$ cat src/rtl/keypad_scan_pkg.sv
// keypad_scan_pkg: shared constants and types for the 4x4 keypad reader.
//   KP_ROWS/KP_COLS : matrix geometry
//   KP_ROW_W        : row index width
//   KP_CODE_W       : key code width (row*4+col)
//   kp_state_t      : key state machine encoding
package keypad_scan_pkg;
   localparam int KP_ROWS   = 4;
   localparam int KP_COLS   = 4;
   localparam int KP_ROW_W  = 2;
   localparam int KP_COL_W  = 2;
   localparam int KP_CODE_W = 4;

   typedef enum logic {
      KP_IDLE    = 1'b0,
      KP_PRESSED = 1'b1
   } kp_state_t;
endpackage

$ cat src/rtl/kp_row_scan.sv
// kp_row_scan: row slot timing for the keypad matrix.
//   clk, rst_n     : clock, async active-low reset
//   o_row          : active-low one-hot row drive, row 0 after reset
//   o_row_idx      : index of the row currently driven
//   o_sample       : high on the last cycle of each row slot (column sample point)
//   o_frame_end    : o_sample on row 3, the last sample of a scan frame
module kp_row_scan
   import keypad_scan_pkg::*;
#(
   parameter int SCAN_DIV = 50000
) (
   input  logic                clk,
   input  logic                rst_n,
   output logic [KP_ROWS-1:0]  o_row,
   output logic [KP_ROW_W-1:0] o_row_idx,
   output logic                o_sample,
   output logic                o_frame_end
);
   localparam int SLOT_W = $clog2(SCAN_DIV);
   localparam logic [SLOT_W-1:0] SLOT_LAST = SLOT_W'(SCAN_DIV - 1);

   logic [SLOT_W-1:0]   r_slot;
   logic [KP_ROW_W-1:0] r_row_idx;
   logic [KP_ROWS-1:0]  r_row;
   logic                w_wrap;

   assign w_wrap = (r_slot == SLOT_LAST);

   always_ff @(posedge clk or negedge rst_n) begin
      if (!rst_n) begin
         r_slot    <= '0;
         r_row_idx <= '0;
         r_row     <= 4'b1110;
      end else if (w_wrap) begin
         r_slot    <= '0;
         r_row_idx <= r_row_idx + 1'b1;
         // rotate the single low bit to the next row
         r_row     <= {r_row[KP_ROWS-2:0], r_row[KP_ROWS-1]};
      end else begin
         r_slot    <= r_slot + 1'b1;
      end
   end

   // sampling on the wrap cycle gives the columns SCAN_DIV-1 cycles to settle
   assign o_row       = r_row;
   assign o_row_idx   = r_row_idx;
   assign o_sample    = w_wrap;
   assign o_frame_end = w_wrap && (r_row_idx == KP_ROW_W'(KP_ROWS - 1));
endmodule

$ cat src/rtl/keypad_scan.sv
// keypad_scan: scanned 4x4 matrix keypad reader with frame debounce.
//   clk, rst_n     : clock, async active-low reset
//   o_row          : active-low one-hot row drive
//   i_col          : active-low column sense, asynchronous to clk
//   o_key_code     : accepted key, row*4+col (holds after release)
//   o_key_valid    : one-clk pulse when a new key is accepted
//   o_key_pressed  : an accepted key is currently held
module keypad_scan
   import keypad_scan_pkg::*;
#(
   parameter int SCAN_DIV        = 50000,
   parameter int DEBOUNCE_FRAMES = 5
) (
   input  logic                 clk,
   input  logic                 rst_n,
   output logic [KP_ROWS-1:0]   o_row,
   input  logic [KP_COLS-1:0]   i_col,
   output logic [KP_CODE_W-1:0] o_key_code,
   output logic                 o_key_valid,
   output logic                 o_key_pressed
);
   localparam int CNT_W = $clog2(DEBOUNCE_FRAMES + 1);
   localparam logic [CNT_W-1:0] DB_MAX = CNT_W'(DEBOUNCE_FRAMES);

   logic [KP_ROW_W-1:0]  w_row_idx;
   logic                 w_sample;
   logic                 w_frame_end;

   logic [KP_COLS-1:0]   r_col_s1, r_col_s2;
   logic                 r_cap_hit;
   logic [KP_CODE_W-1:0] r_cap_code;
   logic                 r_prev_hit;
   logic [KP_CODE_W-1:0] r_prev_code;
   logic [CNT_W-1:0]     r_cnt;
   kp_state_t            r_state;
   logic [KP_CODE_W-1:0] r_key_code;
   logic                 r_key_valid;
   logic                 r_key_pressed;

   logic [KP_COLS-1:0]   w_col_n;
   logic                 w_row_hit;
   logic [KP_COL_W-1:0]  w_row_col;
   logic [KP_CODE_W-1:0] w_row_code;
   logic                 w_fr_hit;
   logic [KP_CODE_W-1:0] w_fr_code;
   logic                 w_same;
   logic [CNT_W-1:0]     w_cnt_next;
   logic                 w_stable;

   kp_row_scan #(.SCAN_DIV(SCAN_DIV)) u_row_scan (
      .clk         (clk),
      .rst_n       (rst_n),
      .o_row       (o_row),
      .o_row_idx   (w_row_idx),
      .o_sample    (w_sample),
      .o_frame_end (w_frame_end)
   );

   always_ff @(posedge clk or negedge rst_n) begin
      if (!rst_n) begin
         r_col_s1 <= '1;
         r_col_s2 <= '1;
      end else begin
         r_col_s1 <= i_col;
         r_col_s2 <= r_col_s1;
      end
   end

   // lowest pressed column in the current row wins
   assign w_col_n   = ~r_col_s2;
   assign w_row_hit = |w_col_n;
   always_comb begin
      w_row_col = '0;
      for (int c = KP_COLS - 1; c >= 0; c--)
         if (w_col_n[c]) w_row_col = KP_COL_W'(c);
   end
   assign w_row_code = {w_row_idx, w_row_col};

   // frame result folds in the row-3 sample; code is zeroed on no-hit so
   // all no-hit frames compare equal
   assign w_fr_hit   = r_cap_hit | w_row_hit;
   assign w_fr_code  = r_cap_hit ? r_cap_code : (w_row_hit ? w_row_code : '0);
   assign w_same     = (w_fr_hit == r_prev_hit) && (w_fr_code == r_prev_code);
   assign w_cnt_next = !w_same ? CNT_W'(1) :
                       (r_cnt == DB_MAX) ? DB_MAX : r_cnt + CNT_W'(1);
   assign w_stable   = (w_cnt_next == DB_MAX);

   always_ff @(posedge clk or negedge rst_n) begin
      if (!rst_n) begin
         r_cap_hit     <= 1'b0;
         r_cap_code    <= '0;
         r_prev_hit    <= 1'b0;
         r_prev_code   <= '0;
         r_cnt         <= '0;
         r_state       <= KP_IDLE;
         r_key_code    <= '0;
         r_key_valid   <= 1'b0;
         r_key_pressed <= 1'b0;
      end else begin
         r_key_valid <= 1'b0;
         if (w_frame_end) begin
            r_cap_hit   <= 1'b0;
            r_cap_code  <= '0;
            r_prev_hit  <= w_fr_hit;
            r_prev_code <= w_fr_code;
            r_cnt       <= w_cnt_next;
            case (r_state)
               KP_IDLE: begin
                  if (w_fr_hit && w_stable) begin
                     r_state       <= KP_PRESSED;
                     r_key_code    <= w_fr_code;
                     r_key_pressed <= 1'b1;
                     r_key_valid   <= 1'b1;
                  end
               end
               KP_PRESSED: begin
                  if (w_stable) begin
                     if (!w_fr_hit) begin
                        r_state       <= KP_IDLE;
                        r_key_pressed <= 1'b0;
                     end else if (w_fr_code != r_key_code) begin
                        // key change without release counts as a new key
                        r_key_code  <= w_fr_code;
                        r_key_valid <= 1'b1;
                     end
                  end
               end
               default: r_state <= KP_IDLE;
            endcase
         end else if (w_sample && !r_cap_hit && w_row_hit) begin
            r_cap_hit  <= 1'b1;
            r_cap_code <= w_row_code;
         end
      end
   end

   assign o_key_code    = r_key_code;
   assign o_key_valid   = r_key_valid;
   assign o_key_pressed = r_key_pressed;
endmodule

$ cat config.mk
export PLATFORM = sky130hd
export DESIGN_NAME = keypad_scan
export DESIGN_NICKNAME = d
export VERILOG_FILES = /design/src/rtl/keypad_scan_pkg.sv /design/src/rtl/kp_row_scan.sv /design/src/rtl/keypad_scan.sv
export SDC_FILE = /design/constraint.sdc
export NUM_CORES = 1
export LEC_CHECK = 0
export ABC_CLOCK_PERIOD_IN_PS = 4960
export CAP_MARGIN = 0
export CORE_AREA = 5 5 51 98
export DETAILED_ROUTE_END_ITERATION = 6
export DIE_AREA = 0 0 56 103
export PLACE_DENSITY = 0.85
export SLEW_MARGIN = 10
export SYNTH_ARGS = -nofsm -noshare
export SYNTH_HDL_FRONTEND = slang
export SYNTH_SLANG_ARGS = --single-unit
$ cat constraint.sdc
create_clock -name clk -period 4.96 [get_ports clk]
set_clock_uncertainty 0.05 [all_clocks]
set_input_delay 0.744 -clock clk [delete_from_list [all_inputs] [get_ports clk]]
set_output_delay 0.744 -clock clk [all_outputs]
set_load 0.01 [all_outputs]
==> reports/summary.json, run 1 <==
{
  "crit_arrival": {"value": 2910, "unit": "ps"},
  "final.min_clock_period": {"value": 2760, "unit": "ps"},
  "post_route_cells_drive_above_1_share": {"value": 0.147},
  "dieHeight": {"value": 103, "unit": "um"},
  "global_route_track_usage_on_met2": {"value": 0.276},
  "most_used_cells_in_the_layout_excluding_fill_and_tap_cells": {"value": "39 x sky130_fd_sc_hd__dfrtp_1, 36 x sky130_fd_sc_hd__nand2_1, 15 x sky130_fd_sc_hd__nor2_1"},
  "final_hold_viol_count": {"value": 0},
  "grt_pass1_wl": {"value": 7.75, "unit": "mm"},
  "max_clock_buf_depth": {"value": 2},
  "worst-slew-pin-transition": {"value": 1050, "unit": "ps"},
  "synth_top_area_frac": {"value": 0.420},
  "timing_max_transition_violations_final": {"value": 0},
  "post_cts_setup_repair_buffer_count": {"value": 0},
  "cp-start-kind": {"value": "flop"},
  "timing.fmax": {"value": 0.363, "unit": "GHz"},
  "ios": {"value": 16},
  "area_of_the_core_region": {"value": 4210, "unit": "sq um"},
  "drt_drc_violations_left": {"value": 0},
  "worst_slew_margin_rel": {"value": 0.301},
  "pwr_density_cell": {"value": 259, "unit": "nW/um^2"},
  "antenna_found_initial": {"value": 0},
  "antenna_left": {"value": 0},
  "power": {"value": 0.678, "unit": "mW"},
  "total_global_routing_track_utilization": {"value": 0.166},
  "maxCapViolCount": {"value": 0},
  "hold_path_class": {"value": "reg2reg"},
  "routabilityCongestion": {"value": 0.792},
  "min_period_over_period": {"value": 0.556},
  "power_leakage": {"value": 1.16, "unit": "nW"},
  "routed_wire_length_per_instance": {"value": 15.0, "unit": "um"},
  "synth_largest_area_cell": {"value": "sky130_fd_sc_hd__dfrtp_1"},
  "final-instance-count-excl-fill": {"value": 286},
  "place.detailed.hpwl": {"value": 2.97, "unit": "mm"},
  "synth.net_count": {"value": 221},
  "clk_transition_reported_paths": {"value": 90, "unit": "ps"},
  "post_synth_instance_area": {"value": 2320, "unit": "sq um"},
  "finalWirelength": {"value": 4.28, "unit": "mm"},
  "fin_hold_ws": {"value": 308, "unit": "ps"},
  "cts.repair.resized": {"value": 0},
  "floorplan.initialDensity": {"value": 0.552},
  "grt_max_degree": {"value": 51},
  "dp.cells": {"value": 278},
  "syn-mean-instance-area": {"value": 10.9, "unit": "sq um"},
  "clk-insertion-delay-late": {"value": 300, "unit": "ps"},
  "grt.met3_usage": {"value": 0.0376},
  "post_drt_via_cell_ratio": {"value": 5.67},
  "highest_delay_cell_along_the_critical_path": {"value": "sky130_fd_sc_hd__or4b_4"},
  "worst_path_max_fanout": {"value": 13},
  "crit_path_end_kind": {"value": "flop"},
  "cp_data_required_time": {"value": 5110, "unit": "ps"},
  "commonest_non_fill_non_tap_cell_in_the_layout": {"value": "sky130_fd_sc_hd__dfrtp_1"},
  "cts_buffers": {"value": 5},
  "ffs_w_async_s_r_synth": {"value": 1.00},
  "detail_route.iter0.violations": {"value": 54},
  "ys_seq_area_frac": {"value": 0.544},
  "synth_ff_type": {"value": "sky130_fd_sc_hd__dfrtp_1"},
  "grtUsageMet1": {"value": 0.207},
  "number_of_storage_elements_in_the_synthesis_netlist": {"value": 50},
  "floorplan_die_width": {"value": 56, "unit": "um"},
  "crit_chain": {"value": "or4b_4 -> nor4_1 -> nand2_1 -> nor3_2 -> nand3_1 -> a21o_1"},
  "netlist_instances": {"value": 213},
  "place.port_buffers": {"value": 15},
  "ys_types": {"value": 49},
  "design.final.nets": {"value": 239},
  "worst_case_vdd_ir_drop": {"value": 0.248, "unit": "mV"},
  "globalRoute.busiestLayer": {"value": "met2"},
  "ctsHtreeMaxLevel": {"value": 2},
  "synth-edff-count": {"value": 0},
  "num_vias": {"value": 1621},
  "first_global_vias": {"value": 1700},
  "reg2reg_depth": {"value": 6},
  "first_pass_iters": {"value": 4},
  "holdPathStages": {"value": 0},
  "rsz_0062_raised_after_global_routing": {"value": "no"},
  "post_synth_main_area_contributors": {"value": "sky130_fd_sc_hd__dfrtp_1 42%, sky130_fd_sc_hd__dfstp_2 12%, sky130_fd_sc_hd__nand2_1 5.8%"},
  "cts_tree": {"value": "done"},
  "total_inserted_antenna_cells": {"value": 0},
  "clock_tree.root_cell": {"value": "sky130_fd_sc_hd__clkbuf_8"},
  "p_r_area_growth_vs_syn": {"value": 12.5, "unit": "%"},
  "clock_sinks": {"value": 50},
  "status": {"value": "finished, final reports clean"},
  "report.final.setup_viol": {"value": 0},
  "site_row_count": {"value": 34},
  "path_class": {"value": "reg2reg"},
  "count_of_synthesis_stage_warnings_from_yosys": {"value": 0},
  "final_area": {"value": 2620, "unit": "sq um"},
  "overflow": {"value": 0},
  "worst_path_largest_cell_delay": {"value": 580, "unit": "ps"},
  "total_negative_setup_slack": {"value": 0, "unit": "ps"},
  "die_footprint": {"value": 5770, "unit": "sq um"},
  "instance_area_at_placement": {"value": 2520, "unit": "sq um"},
  "cts_hold_buf": {"value": 0}
}
==> worst max-delay path, delay by kind of cell (launching register included) <==
family | cells | cell delay, ps
AND/OR/NAND/NOR | 5 | 1990
flip-flops | 1 | 420
AO/OA/AOI/OAI | 1 | 200
==> final timing paths <==
| check | start | to | slack, ps |
|---|---|---|---|
| setup / recovery | u_row_scan.r_slot[4]$_DFF_PN0_ | r_cnt[0]$_DFFE_PN0P_ | 2200 |
| hold / removal | r_col_s1[2]$_DFF_PN1_ | r_col_s2[2]$_DFF_PN1_ | 310 |
| setup reg to reg | u_row_scan.r_slot[4]$_DFF_PN0_ | r_cnt[0]$_DFFE_PN0P_ | 2200 |
| hold reg to reg | r_col_s1[2]$_DFF_PN1_ | r_col_s2[2]$_DFF_PN1_ | 310 |
| max in group asynchronous | rst_n | o_key_code[3]$_DFFE_PN0P_ | 3630 |
| min in group asynchronous | rst_n | u_row_scan.r_slot[5]$_DFF_PN0_ | 580 |
==> metal layers <==
| layer | wire [um] | vias to the layer above |
|---|---|---|
| met5 | 0 | - |
| met4 | 89 | 0 |
| met3 | 179 | 8 |
| met2 | 2120 | 38 |
| met1 | 1900 | 794 |
| li1 | - | 781 |
==> registers in the layout, indices dropped and copies added (netlist names), named ones only <==
| signal | count |
|---|---|
| r_prev_code | 4 |
| r_cap_hit | 1 |
| o_key_code | 4 |
| o_key_valid | 1 |
| r_cnt | 3 |
| r_cap_code | 4 |
| r_col_s1 | 4 |
| u_row_scan.r_slot | 16 |
| u_row_scan.o_row | 4 |
| r_prev_hit | 1 |
| r_col_s2 | 4 |
| o_key_pressed | 1 |
| u_row_scan.o_row_idx | 2 |
==> through the flow <==
stage                util  setup slack [ps]
CTS                 0.621              2210
floorplan               -              2760
finish              0.621              2200
global placement    0.599              2330
global route        0.621              2040
detailed placement  0.599              2250
==> synthesized netlist by cell type (all sizes together) (5+ instances only) <==
library cell / number
nand3: 13
nand4: 7
a22oi: 5
o21ai: 10
dfstp: 11
xor2: 11
mux2: 5
dfrtp: 39
inv: 5
nand2: 37
xnor2: 11
nor2: 16
==> final cells by class <==
cell class / instances / area [sq um]
well taps: 54 / 67.6
inverters: 5 / 18.8
multi-input cells: 154 / 1020
clock inverters: 2 / 12.5
flip-flops and latches: 50 / 1260
repair buffers: 15 / 145
clock buffers: 6 / 82.6
fillers: 303 / 1600
==> report_power, final <==
| part | internal [mW] | leakage, nW | switching, mW |
|---|---|---|---|
| clock | 0.112 | 0.0472 | 0.130 |
| sequential | 0.413 | 0.646 | 0.00228 |
| combinational | 0.00602 | 0.464 | 0.0147 |
| total | 0.532 | 1.16 | 0.147 |
==> kinds of logic (layout without fill, tap and decap cells) <==
group / Yosys count / count (layout) / share of synthesized area
mux: 8 / 8 / 0.0404
simple gates: 96 / 96 / 0.227
fa+ha+maj: 2 / 2 / 0.0108
buf+inv: 9 / 28 / 0.0151
xor+xnor: 22 / 22 / 0.0829
compound gates: 26 / 26 / 0.0797
flops: 50 / 50 / 0.544
No activity file was read; power rests on OpenSTA's default activity.
==> run 2: changes to the inputs <==
ABC_CLOCK_PERIOD_IN_PS = 2560   (was 4960)
clock period = 2.56 ns   (was 4.96 ns; I/O delays follow)
==> reports/summary.json, run 2 (synthesis gave the netlist of run 1 again) <==
{
  "globalRoute.busiestLayer": {"value": "met2"},
  "total_global_routing_track_utilization": {"value": 0.166, "change": "about the same"},
  "first_global_vias": {"value": 1673, "change": "-1.6%"},
  "grt_pass1_wl": {"value": 7.62, "unit": "mm", "change": "-1.7%"},
  "place.detailed.hpwl": {"value": 3.24, "unit": "mm", "change": "+9.1%"},
  "report.final.setup_viol": {"value": 0, "change": "unchanged"},
  "commonest_non_fill_non_tap_cell_in_the_layout": {"value": "sky130_fd_sc_hd__dfrtp_1"},
  "overflow": {"value": 0, "change": "unchanged"},
  "cts_hold_buf": {"value": 0, "change": "unchanged"},
  "instance_area_at_placement": {"value": 2580, "unit": "sq um", "change": "+2.4%"},
  "first_pass_iters": {"value": 4, "change": "unchanged"},
  "most_used_cells_in_the_layout_excluding_fill_and_tap_cells": {"value": "39 x sky130_fd_sc_hd__dfrtp_1, 36 x sky130_fd_sc_hd__nand2_1, 15 x sky130_fd_sc_hd__nor2_1"},
  "worst_slew_margin_rel": {"value": 0.376, "change": "+0.0747"},
  "ios": {"value": 16, "change": "unchanged"},
  "clock_tree.root_cell": {"value": "sky130_fd_sc_hd__clkbuf_8"},
  "dp.cells": {"value": 286, "change": "+2.9%"},
  "max_clock_buf_depth": {"value": 2, "change": "unchanged"},
  "design.final.nets": {"value": 247, "change": "+3.3%"},
  "worst_case_vdd_ir_drop": {"value": 0.407, "unit": "mV", "change": "+64%"},
  "floorplan_die_width": {"value": 56, "unit": "um", "change": "unchanged"},
  "crit_path_end_kind": {"value": "flop"},
  "clock_sinks": {"value": 50, "change": "unchanged"},
  "clk_transition_reported_paths": {"value": 80, "unit": "ps", "change": "about the same"},
  "post_route_cells_drive_above_1_share": {"value": 0.163, "change": "+0.0159"},
  "site_row_count": {"value": 34, "change": "unchanged"},
  "area.sequential": {"value": 1260, "unit": "sq um", "change": "unchanged"},
  "num_vias": {"value": 1695, "change": "+4.6%"},
  "antenna_found_initial": {"value": 0, "change": "unchanged"},
  "clk-insertion-delay-late": {"value": 300, "unit": "ps", "change": "about the same"},
  "final-instance-count-excl-fill": {"value": 294, "change": "+2.8%"},
  "global_route_track_usage_on_met2": {"value": 0.279, "change": "+0.00271"},
  "die_footprint": {"value": 5770, "unit": "sq um", "change": "unchanged"},
  "multi_input_comb_area": {"value": 1020, "unit": "sq um", "change": "unchanged"},
  "ctsHtreeMaxLevel": {"value": 2, "change": "unchanged"},
  "grt_max_degree": {"value": 45, "change": "-12%"},
  "fin_hold_ws": {"value": 155, "unit": "ps", "change": "-153 ps"},
  "grt.met3_usage": {"value": 0.0351, "change": "-0.00251"},
  "worst-slew-pin-transition": {"value": 936, "unit": "ps", "change": "-112 ps"},
  "cts.repair.resized": {"value": 0, "change": "unchanged"},
  "total_inserted_antenna_cells": {"value": 0, "change": "unchanged"},
  "post_cts_setup_repair_buffer_count": {"value": 0, "change": "unchanged"},
  "total_negative_setup_slack": {"value": 0, "unit": "ps", "change": "unchanged"},
  "cts_buffers": {"value": 5, "change": "unchanged"},
  "routabilityCongestion": {"value": 0.816, "change": "+3.1%"},
  "routed_wire_length_per_instance": {"value": 14.9, "unit": "um", "change": "-0.45%"},
  "finalWirelength": {"value": 4.38, "unit": "mm", "change": "+2.3%"},
  "pwr_density_cell": {"value": 482, "unit": "nW/um^2", "change": "+86%"},
  "min_period_over_period": {"value": 0.922, "change": "+0.367"},
  "largest_reg_flops": {"value": 16, "change": "unchanged"},
  "cts_tree": {"value": "done"},
  "detail_route.iter0.violations": {"value": 62, "change": "+15%"},
  "status": {"value": "finished, final reports clean"},
  "antenna_left": {"value": 0, "change": "unchanged"},
  "top_register": {"value": "u_row_scan.r_slot"},
  "final.min_clock_period": {"value": 2360, "unit": "ps", "change": "-395 ps"},
  "p_r_area_growth_vs_syn": {"value": 14.5, "unit": "%"},
  "place.port_buffers": {"value": 15, "change": "unchanged"},
  "hold_path_class": {"value": "in2async"},
  "cp_data_required_time": {"value": 2700, "unit": "ps", "change": "-2410 ps"},
  "timing_max_transition_violations_final": {"value": 0, "change": "unchanged"},
  "postLayoutCoreUtil": {"value": 0.632, "change": "+0.0107"},
  "post_drt_via_cell_ratio": {"value": 5.77, "change": "+1.7%"},
  "power_leakage": {"value": 1.19, "unit": "nW", "change": "+2.6%"},
  "drt_drc_violations_left": {"value": 0, "change": "unchanged"},
  "crit_arrival": {"value": 2500, "unit": "ps", "change": "-410 ps"},
  "path_class": {"value": "reg2reg"},
  "rsz_0062_raised_after_global_routing": {"value": "no"},
  "n_fill_cell": {"value": 323, "change": "+6.6%"},
  "timing.fmax": {"value": 0.424, "unit": "GHz", "change": "+17%"},
  "final_hold_viol_count": {"value": 0, "change": "unchanged"},
  "grtUsageMet1": {"value": 0.206, "change": "-0.00149"},
  "floorplan.initialDensity": {"value": 0.552, "change": "unchanged"},
  "dieHeight": {"value": 103, "unit": "um", "change": "unchanged"},
  "maxCapViolCount": {"value": 0, "change": "unchanged"},
  "final_area": {"value": 2660, "unit": "sq um", "change": "+1.7%"},
  "worst_path_max_fanout": {"value": 6, "change": "-7"},
  "cp-start-kind": {"value": "flop"},
  "area_of_the_core_region": {"value": 4210, "unit": "sq um", "change": "unchanged"}
}
-- run 2: changes by cell type in the layout (fill, tap and decap cells not counted) --
cell	delta
sky130_fd_sc_hd__clkinv_2	-1
sky130_fd_sc_hd__clkbuf_8	-1
sky130_fd_sc_hd__buf_4	+8
sky130_fd_sc_hd__clkinvlp_4	-1
sky130_fd_sc_hd__clkbuf_1	+3
-- run 2: routing by layer --
layer	routed length, um	share of wire
met1	1840	0.42
met2	2300	0.52
met3	157	0.036
met4	81	0.018
met5	0	0
-- run 2: path summary, 6_finish.rpt --
path	endpoint	slack [ps]	start	cells after the start
worst max-delay path	o_key_code[0]$_DFFE_PN0P_	200	u_row_scan.r_slot[0]$_DFF_PN0_	7
worst min-delay path	u_row_scan.r_slot[12]$_DFF_PN0_	160	rst_n	1
worst max register to register	o_key_code[0]$_DFFE_PN0P_	200	u_row_scan.r_slot[0]$_DFF_PN0_	7
min in group clk	r_col_s2[1]$_DFF_PN1_	310	r_col_s1[1]$_DFF_PN1_	0
max in group asynchronous	r_col_s1[2]$_DFF_PN1_	1570	rst_n	2
worst min register to register	r_col_s2[1]$_DFF_PN1_	310	r_col_s1[1]$_DFF_PN1_	0
-- run 2: stage by stage --
step                total power [mW]  setup slack [ps]
global route                    1.35              78.4
finish                          1.28               199
CTS                             1.30               218
global placement               0.866               326
floorplan                      0.835               360
detailed placement             0.868               253
-- run 2: critical path, stage by stage, from the launching register on --
cell and delay, ps:
sky130_fd_sc_hd__dfrtp_1 450, sky130_fd_sc_hd__ha_1 290, sky130_fd_sc_hd__nand3_1 230, sky130_fd_sc_hd__nor4_4 370, sky130_fd_sc_hd__nand2_2 120, sky130_fd_sc_hd__nor3_4 240, sky130_fd_sc_hd__nand4_4 180, sky130_fd_sc_hd__mux2_4 330
-- run 2: report_power, final --
part           leakage (nW)  internal (mW)  switching (mW)
clock                0.0395          0.194           0.237
sequential            0.646          0.801         0.00452
combinational         0.503         0.0170          0.0296
-- run 2: final cells by class --
cell class	instances	area share
tap	54	0.0254
timing repair buffer	23	0.0771
multi-input combinational	154	0.385
clock buffer	8	0.0301
sequential	50	0.475
inverter	5	0.00705
